[config.mk]
export PLATFORM = sky130hd
export DESIGN_NAME = ex_muldiv_ctrl
export DESIGN_NICKNAME = d
export VERILOG_FILES = /design/src/rtl/ex_muldiv_ctrl.sv
export SDC_FILE = /design/constraint.sdc
export NUM_CORES = 1
export LEC_CHECK = 0
export ABC_CLOCK_PERIOD_IN_PS = 3730
export CAP_MARGIN = 10
export CELL_PAD_IN_SITES_DETAIL_PLACEMENT = 0
export CELL_PAD_IN_SITES_GLOBAL_PLACEMENT = 1
export CORE_MARGIN = 5
export CORE_UTILIZATION = 30
export DETAILED_ROUTE_END_ITERATION = 16
export PLACE_DENSITY = 0.61
export SYNTH_ARGS = -nofsm -noshare
export SYNTH_HDL_FRONTEND = slang
export SYNTH_SLANG_ARGS = --single-unit
[constraint.sdc]
create_clock -name clk -period 3.73 [get_ports clk]
set_input_delay 0.9325 -clock clk [delete_from_list [all_inputs] [get_ports clk]]
set_output_delay 0.9325 -clock clk [all_outputs]
set_load 0.03 [all_outputs]
[src/rtl/ex_muldiv_ctrl.sv]
// Iterative MULT/MULTU/DIV/DIVU sequencer for the EX stage. It owns the HI/LO
// registers and holds the front of the pipe while an operation is in flight.
`timescale 1ns/1ps
module ex_muldiv_ctrl #(
    parameter int XLEN = 32,
    parameter int CNTW = 5
) (
    input  logic            clk,
    input  logic            rst_n,
    input  logic            StartE,
    input  logic [1:0]      MulDivOpE,
    input  logic [XLEN-1:0] SrcAE,
    input  logic [XLEN-1:0] SrcBE,
    input  logic            MthiE,
    input  logic            MtloE,
    input  logic            FlushE,
    output logic [XLEN-1:0] HiOut,
    output logic [XLEN-1:0] LoOut,
    output logic            StallMD,
    output logic            BusyMD,
    output logic            DoneMD
);

    typedef enum logic [1:0] {
        S_IDLE = 2'd0,
        S_RUN  = 2'd1,
        S_FIX  = 2'd2,
        S_DONE = 2'd3
    } state_t;

    localparam logic [CNTW-1:0] CNT_LAST = CNTW'(XLEN - 1);

    state_t          state_q, state_d;
    logic [CNTW-1:0] cnt_q, cnt_d;
    logic [XLEN-1:0] hi_q, hi_d;
    logic [XLEN-1:0] lo_q, lo_d;
    logic [XLEN-1:0] acc_hi_q, acc_hi_d;
    logic [XLEN-1:0] acc_lo_q, acc_lo_d;
    logic [XLEN-1:0] opnd_q, opnd_d;
    logic [XLEN-1:0] src_a_q, src_a_d;
    logic            is_div_q, is_div_d;
    logic            neg_res_q, neg_res_d;
    logic            neg_rem_q, neg_rem_d;
    logic            div0_q, div0_d;
    logic            busy_q, busy_d;
    logic            done_q, done_d;

    logic            start_ok;
    logic            op_signed;
    logic            a_neg, b_neg;
    logic [XLEN-1:0] a_mag, b_mag;
    logic [XLEN:0]   mul_sum;
    logic [XLEN:0]   div_trial;
    logic            div_fits;
    logic [2*XLEN-1:0] prod_raw, prod_fix;
    logic [XLEN-1:0] quo_fix, rem_fix;

    assign start_ok  = (state_q == S_IDLE) && StartE && !FlushE;
    assign op_signed = ~MulDivOpE[0];
    assign a_neg     = op_signed & SrcAE[XLEN-1];
    assign b_neg     = op_signed & SrcBE[XLEN-1];
    assign a_mag     = a_neg ? (~SrcAE + 1'b1) : SrcAE;
    assign b_mag     = b_neg ? (~SrcBE + 1'b1) : SrcBE;

    // Multiply: {acc_hi, acc_lo} starts as {0, multiplier} and shifts right,
    // adding the multiplicand into the upper half whenever the LSB is set.
    assign mul_sum = {1'b0, acc_hi_q} + (acc_lo_q[0] ? {1'b0, opnd_q} : {(XLEN+1){1'b0}});

    // Divide: acc_hi is the partial remainder, acc_lo shifts dividend bits out
    // of the top and quotient bits in at the bottom.
    assign div_trial = {acc_hi_q, acc_lo_q[XLEN-1]} - {1'b0, opnd_q};
    assign div_fits  = ~div_trial[XLEN];

    assign prod_raw = {acc_hi_q, acc_lo_q};
    assign prod_fix = neg_res_q ? (~prod_raw + 1'b1) : prod_raw;
    assign quo_fix  = neg_res_q ? (~acc_lo_q + 1'b1) : acc_lo_q;
    assign rem_fix  = neg_rem_q ? (~acc_hi_q + 1'b1) : acc_hi_q;

    always_comb begin
        state_d   = state_q;
        cnt_d     = cnt_q;
        hi_d      = hi_q;
        lo_d      = lo_q;
        acc_hi_d  = acc_hi_q;
        acc_lo_d  = acc_lo_q;
        opnd_d    = opnd_q;
        src_a_d   = src_a_q;
        is_div_d  = is_div_q;
        neg_res_d = neg_res_q;
        neg_rem_d = neg_rem_q;
        div0_d    = div0_q;

        case (state_q)
            S_IDLE: begin
                if (start_ok) begin
                    state_d   = S_RUN;
                    cnt_d     = '0;
                    is_div_d  = MulDivOpE[1];
                    neg_res_d = a_neg ^ b_neg;
                    neg_rem_d = a_neg;
                    div0_d    = MulDivOpE[1] && (SrcBE == '0);
                    src_a_d   = SrcAE;
                    acc_hi_d  = '0;
                    if (MulDivOpE[1]) begin
                        acc_lo_d = a_mag;
                        opnd_d   = b_mag;
                    end else begin
                        acc_lo_d = b_mag;
                        opnd_d   = a_mag;
                    end
                end else if (!StartE) begin
                    if (MthiE) hi_d = SrcAE;
                    if (MtloE) lo_d = SrcAE;
                end
            end
            S_RUN: begin
                if (FlushE) begin
                    state_d = S_IDLE;
                end else begin
                    if (is_div_q) begin
                        if (div_fits) begin
                            acc_hi_d = div_trial[XLEN-1:0];
                            acc_lo_d = {acc_lo_q[XLEN-2:0], 1'b1};
                        end else begin
                            acc_hi_d = {acc_hi_q[XLEN-2:0], acc_lo_q[XLEN-1]};
                            acc_lo_d = {acc_lo_q[XLEN-2:0], 1'b0};
                        end
                    end else begin
                        acc_hi_d = mul_sum[XLEN:1];
                        acc_lo_d = {mul_sum[0], acc_lo_q[XLEN-1:1]};
                    end
                    cnt_d = cnt_q + 1'b1;
                    if (cnt_q == CNT_LAST) state_d = S_FIX;
                end
            end
            S_FIX: begin
                if (FlushE) begin
                    state_d = S_IDLE;
                end else begin
                    state_d = S_DONE;
                    if (!is_div_q) begin
                        hi_d = prod_fix[2*XLEN-1:XLEN];
                        lo_d = prod_fix[XLEN-1:0];
                    end else if (div0_q) begin
                        hi_d = src_a_q;
                        lo_d = '1;
                    end else begin
                        hi_d = rem_fix;
                        lo_d = quo_fix;
                    end
                end
            end
            default: begin
                // DONE: the same instruction is still sitting in EX, so any
                // StartE seen here belongs to it and must not relaunch.
                state_d = S_IDLE;
            end
        endcase

        busy_d = (state_d == S_RUN) || (state_d == S_FIX);
        done_d = (state_d == S_DONE);
    end

    always_ff @(posedge clk or negedge rst_n) begin
        if (!rst_n) begin
            state_q   <= S_IDLE;
            cnt_q     <= '0;
            hi_q      <= '0;
            lo_q      <= '0;
            acc_hi_q  <= '0;
            acc_lo_q  <= '0;
            opnd_q    <= '0;
            src_a_q   <= '0;
            is_div_q  <= 1'b0;
            neg_res_q <= 1'b0;
            neg_rem_q <= 1'b0;
            div0_q    <= 1'b0;
            busy_q    <= 1'b0;
            done_q    <= 1'b0;
        end else begin
            state_q   <= state_d;
            cnt_q     <= cnt_d;
            hi_q      <= hi_d;
            lo_q      <= lo_d;
            acc_hi_q  <= acc_hi_d;
            acc_lo_q  <= acc_lo_d;
            opnd_q    <= opnd_d;
            src_a_q   <= src_a_d;
            is_div_q  <= is_div_d;
            neg_res_q <= neg_res_d;
            neg_rem_q <= neg_rem_d;
            div0_q    <= div0_d;
            busy_q    <= busy_d;
            done_q    <= done_d;
        end
    end

    // The launch cycle must stall before the FSM has left IDLE.
    assign StallMD = start_ok | busy_q;
    assign BusyMD  = busy_q;
    assign DoneMD  = done_q;
    assign HiOut   = hi_q;
    assign LoOut   = lo_q;

endmodule

==> reports/results.ini <==
[yosys]
netlist_area_um2 = 17300
synth_top_family_by_area = compound AO/OA/AOI/OAI gates
syn_inst = 2260
synth-simple-area-share = 0.202
synthTopCellsByArea = dfrtp_1 (30%), xnor2_1 (7.0%), nand2_1 (7.0%)
asyncSetResetFlopFracSynth = 1.00
syn_nets = 2405
synth_xor_xnor_area_share = 0.0974
avgSynthCellArea_um2 = 7.64
ys_seq_elements = 205
synth_compound_area_frac = 0.259
yosys_warnings = 0
synth_edf_count = 0
synthAdderAreaFrac = 0.0538
seq_area_frac_synth = 0.297
synth_area_leader_cell = dfrtp_1
synthMuxAreaShare = 0.0380
synth-main-ff-cell = dfrtp_1
synth_top_area_share = 0.297
yosysUniqueCellTypes = 87

[layout]
layout_common_cells = nand2_1 (320), o21ai_0 (214), dfrtp_1 (202), a21oi_1 (199), nor2_1 (196)
drive_above_1_share = 0.110
nNetsFinal = 2576
area_delta_synth_final_pct = 23.5
stdcell_count = 3220
final_common_cell = nand2_1

[drt]
drtPass1Iterations = 5
drt_wl_total_um = 75500
vias_per_cell = 5.51
remaining_drc_errors = 0
wl_per_cell_um = 23.5
drt_iter0_drc = 1309
vias = 17800
postRouteAntennaNets = 0

[clocking]
cts_tree = yes
clockBufferDepth = 3
clk_latency_ps = 590
clockRootBuffer = clkbuf_16
htree_levels = 1
clk_pin_slew_ps = 60
postCtsSetupBuffers = 0
numClockSinks = 205
cts_buffers = 29

[global_route]
grt_overflow = 0
use_met2 = 0.391
grt_max_degree = 81
top_usage_layer = met2
use_met3 = 0.0283
grt_util_met1 = 0.321
track_usage = 0.233
grt_pass1_vias = 17600
antenna_found_initial = 0
grt_pass1_wl_um = 114000

[placement]
gp_congestion = 0.897
post-place-cells = 3165
hpwl_um = 58300
io_buffers = 138

[sta]
clock_skew_ps = 16.7
hold_viol_final = 0
slew_viol_final = 0
hold_slack_ps = 326
setup_viol = 0
fmax_ghz = 0.283
rsz0062_at_grt = no
relSlewSlack = 0.342
worst_pin_slew_ps = 986
fin_crit_sh = 0.948
fin_crit_ps = 3540

[worst_setup_path]
crit_fanout = 6
crit_type = reg -> reg
cp.arrival_ps = 3960
required_ps = 4150
start_kind = flop
end_kind = flop

[die]
start_util = 0.301
rows = 88
core_area_um2 = 57400
io_pins = 139
die_area_um2 = 62400
die_h_um = 250
die_w_um = 250

[run_status]
status = finished, final reports clean

[pwr]
power_density_nw_per_um2 = 583
ir_worst_vdd_uv = 404
leakagePower_nw = 9.09

[worst_hold_path]
hold_path.class = in -> async

[flow_run]
maxCapViolCount = 0

-- worst paths after layout --
check	startpoint	end	slack, ps	depth (start not counted)
max	acc_lo_q[31]	acc_hi_q[25]	190	15
min	rst_n	HiOut[20]	330	1
max reg2reg	acc_lo_q[31]	acc_hi_q[25]	190	15
min reg2reg	opnd_q[2]	opnd_q[2]	480	2
max in group asynchronous	rst_n	acc_lo_q[9]	2490	2
min in group clk	opnd_q[2]	opnd_q[2]	480	2
-- state kept, by name (all words and copies together), names as in the netlist --
signal and count:
neg_rem_q 1, div0_q 1, DoneMD 1, acc_lo_q 32, BusyMD 1, src_a_q 32, LoOut 32, is_div_q 1
acc_hi_q 32, opnd_q 32, cnt_q 5, neg_res_q 1, state_q 2, HiOut 32
-- report_power, final --
part / switching, mW / leakage [nW] / internal, mW / total, mW
clock: 1.18 / 0.489 / 1.73 / 2.91
sequential: 0.572 / 2.53 / 2.68 / 3.25
combinational: 3.73 / 6.07 / 2.55 / 6.28
total: 5.48 / 9.09 / 6.96 / 12.4
-- kinds of logic (layout without fill, tap and decap cells) --
logic type / count (synthesis) / after routing
adders and majority gates: 73 / 73
xor gates and xnor gates: 192 / 192
AOI/OAI and AO/OA: 725 / 725
muxes: 65 / 65
other: 0 / 1
buffers and inverters: 236 / 430
and+or+nand+nor: 764 / 764
DFF: 205 / 205
-- layout make-up --
class	instances	area, µm²
inverter	68	255
tap	765	957
timing repair buffer	308	2730
fill	6030	36100
antenna	1	2.50
clock buffer	35	798
multi-input combinational	1819	11200
sequential	205	5140
clock inverter	19	193
-- routing by layer --
metal  share of wire  routed length [µm]
met1            0.45               33700
met2            0.48               35900
met3           0.050                3810
met4           0.027                2070
met5               0                   0
-- stage by stage --
step / instance area (µm²) / setup TNS (ps) / total power, mW / utilization / setup slack [ps]
4_1_cts: 21300 / 0 / 12.4 / 0.371 / 118
6_report: 21300 / 0 / 12.4 / 0.372 / 193
2_1_floorplan: 17300 / 0 / 7.20 / - / 379
3_5_place_dp: 20300 / -398 / 9.48 / 0.354 / -120
5_1_grt: 21300 / 0 / 13.2 / 0.371 / 7.73
3_3_place_gp: 20300 / -24.2 / 9.44 / 0.354 / -14.6
-- repair_timing --
item                       in CTS  in global routing
resized for setup               0                  3
setup endpoints to repair       0                  4
hold buffers                    0                  0
-- Yosys cell counts (all sizes together) (5+ instances only) --
library cell,number
a211o,5
a211oi,21
a21o,40
a21oi,199
a221oi,7
a22oi,12
a31oi,23
a32oi,6
a41oi,5
and2,12
and3,18
buf,30
clkbuf,138
dfrtp,205
ha,71
inv,67
mux2i,61
nand2,320
nand2b,23
nand3,45
nand4,9
nor2,199
nor2b,13
nor3,49
nor4,15
o211ai,40
o21a,10
o21ai,222
o21bai,7
o221ai,10
o22ai,36
o31ai,23
o41ai,10
or2,9
or3,21
or4,10
xnor2,138
xor2,54
-- critical path, cell delays in order (launching register included) --
cell,delay [ps]
dfrtp_1,350
inv_1,90
ha_1,240
fa_1,390
nand2b_1,200
a21oi_1,230
o21ai_0,150
buf_4,160
o211a_1,240
a21oi_1,190
buf_4,170
o41ai_2,80
nor2_4,290
buf_4,210
mux2i_1,280
o21ai_0,110
Power figures use the tool's default switching activity.
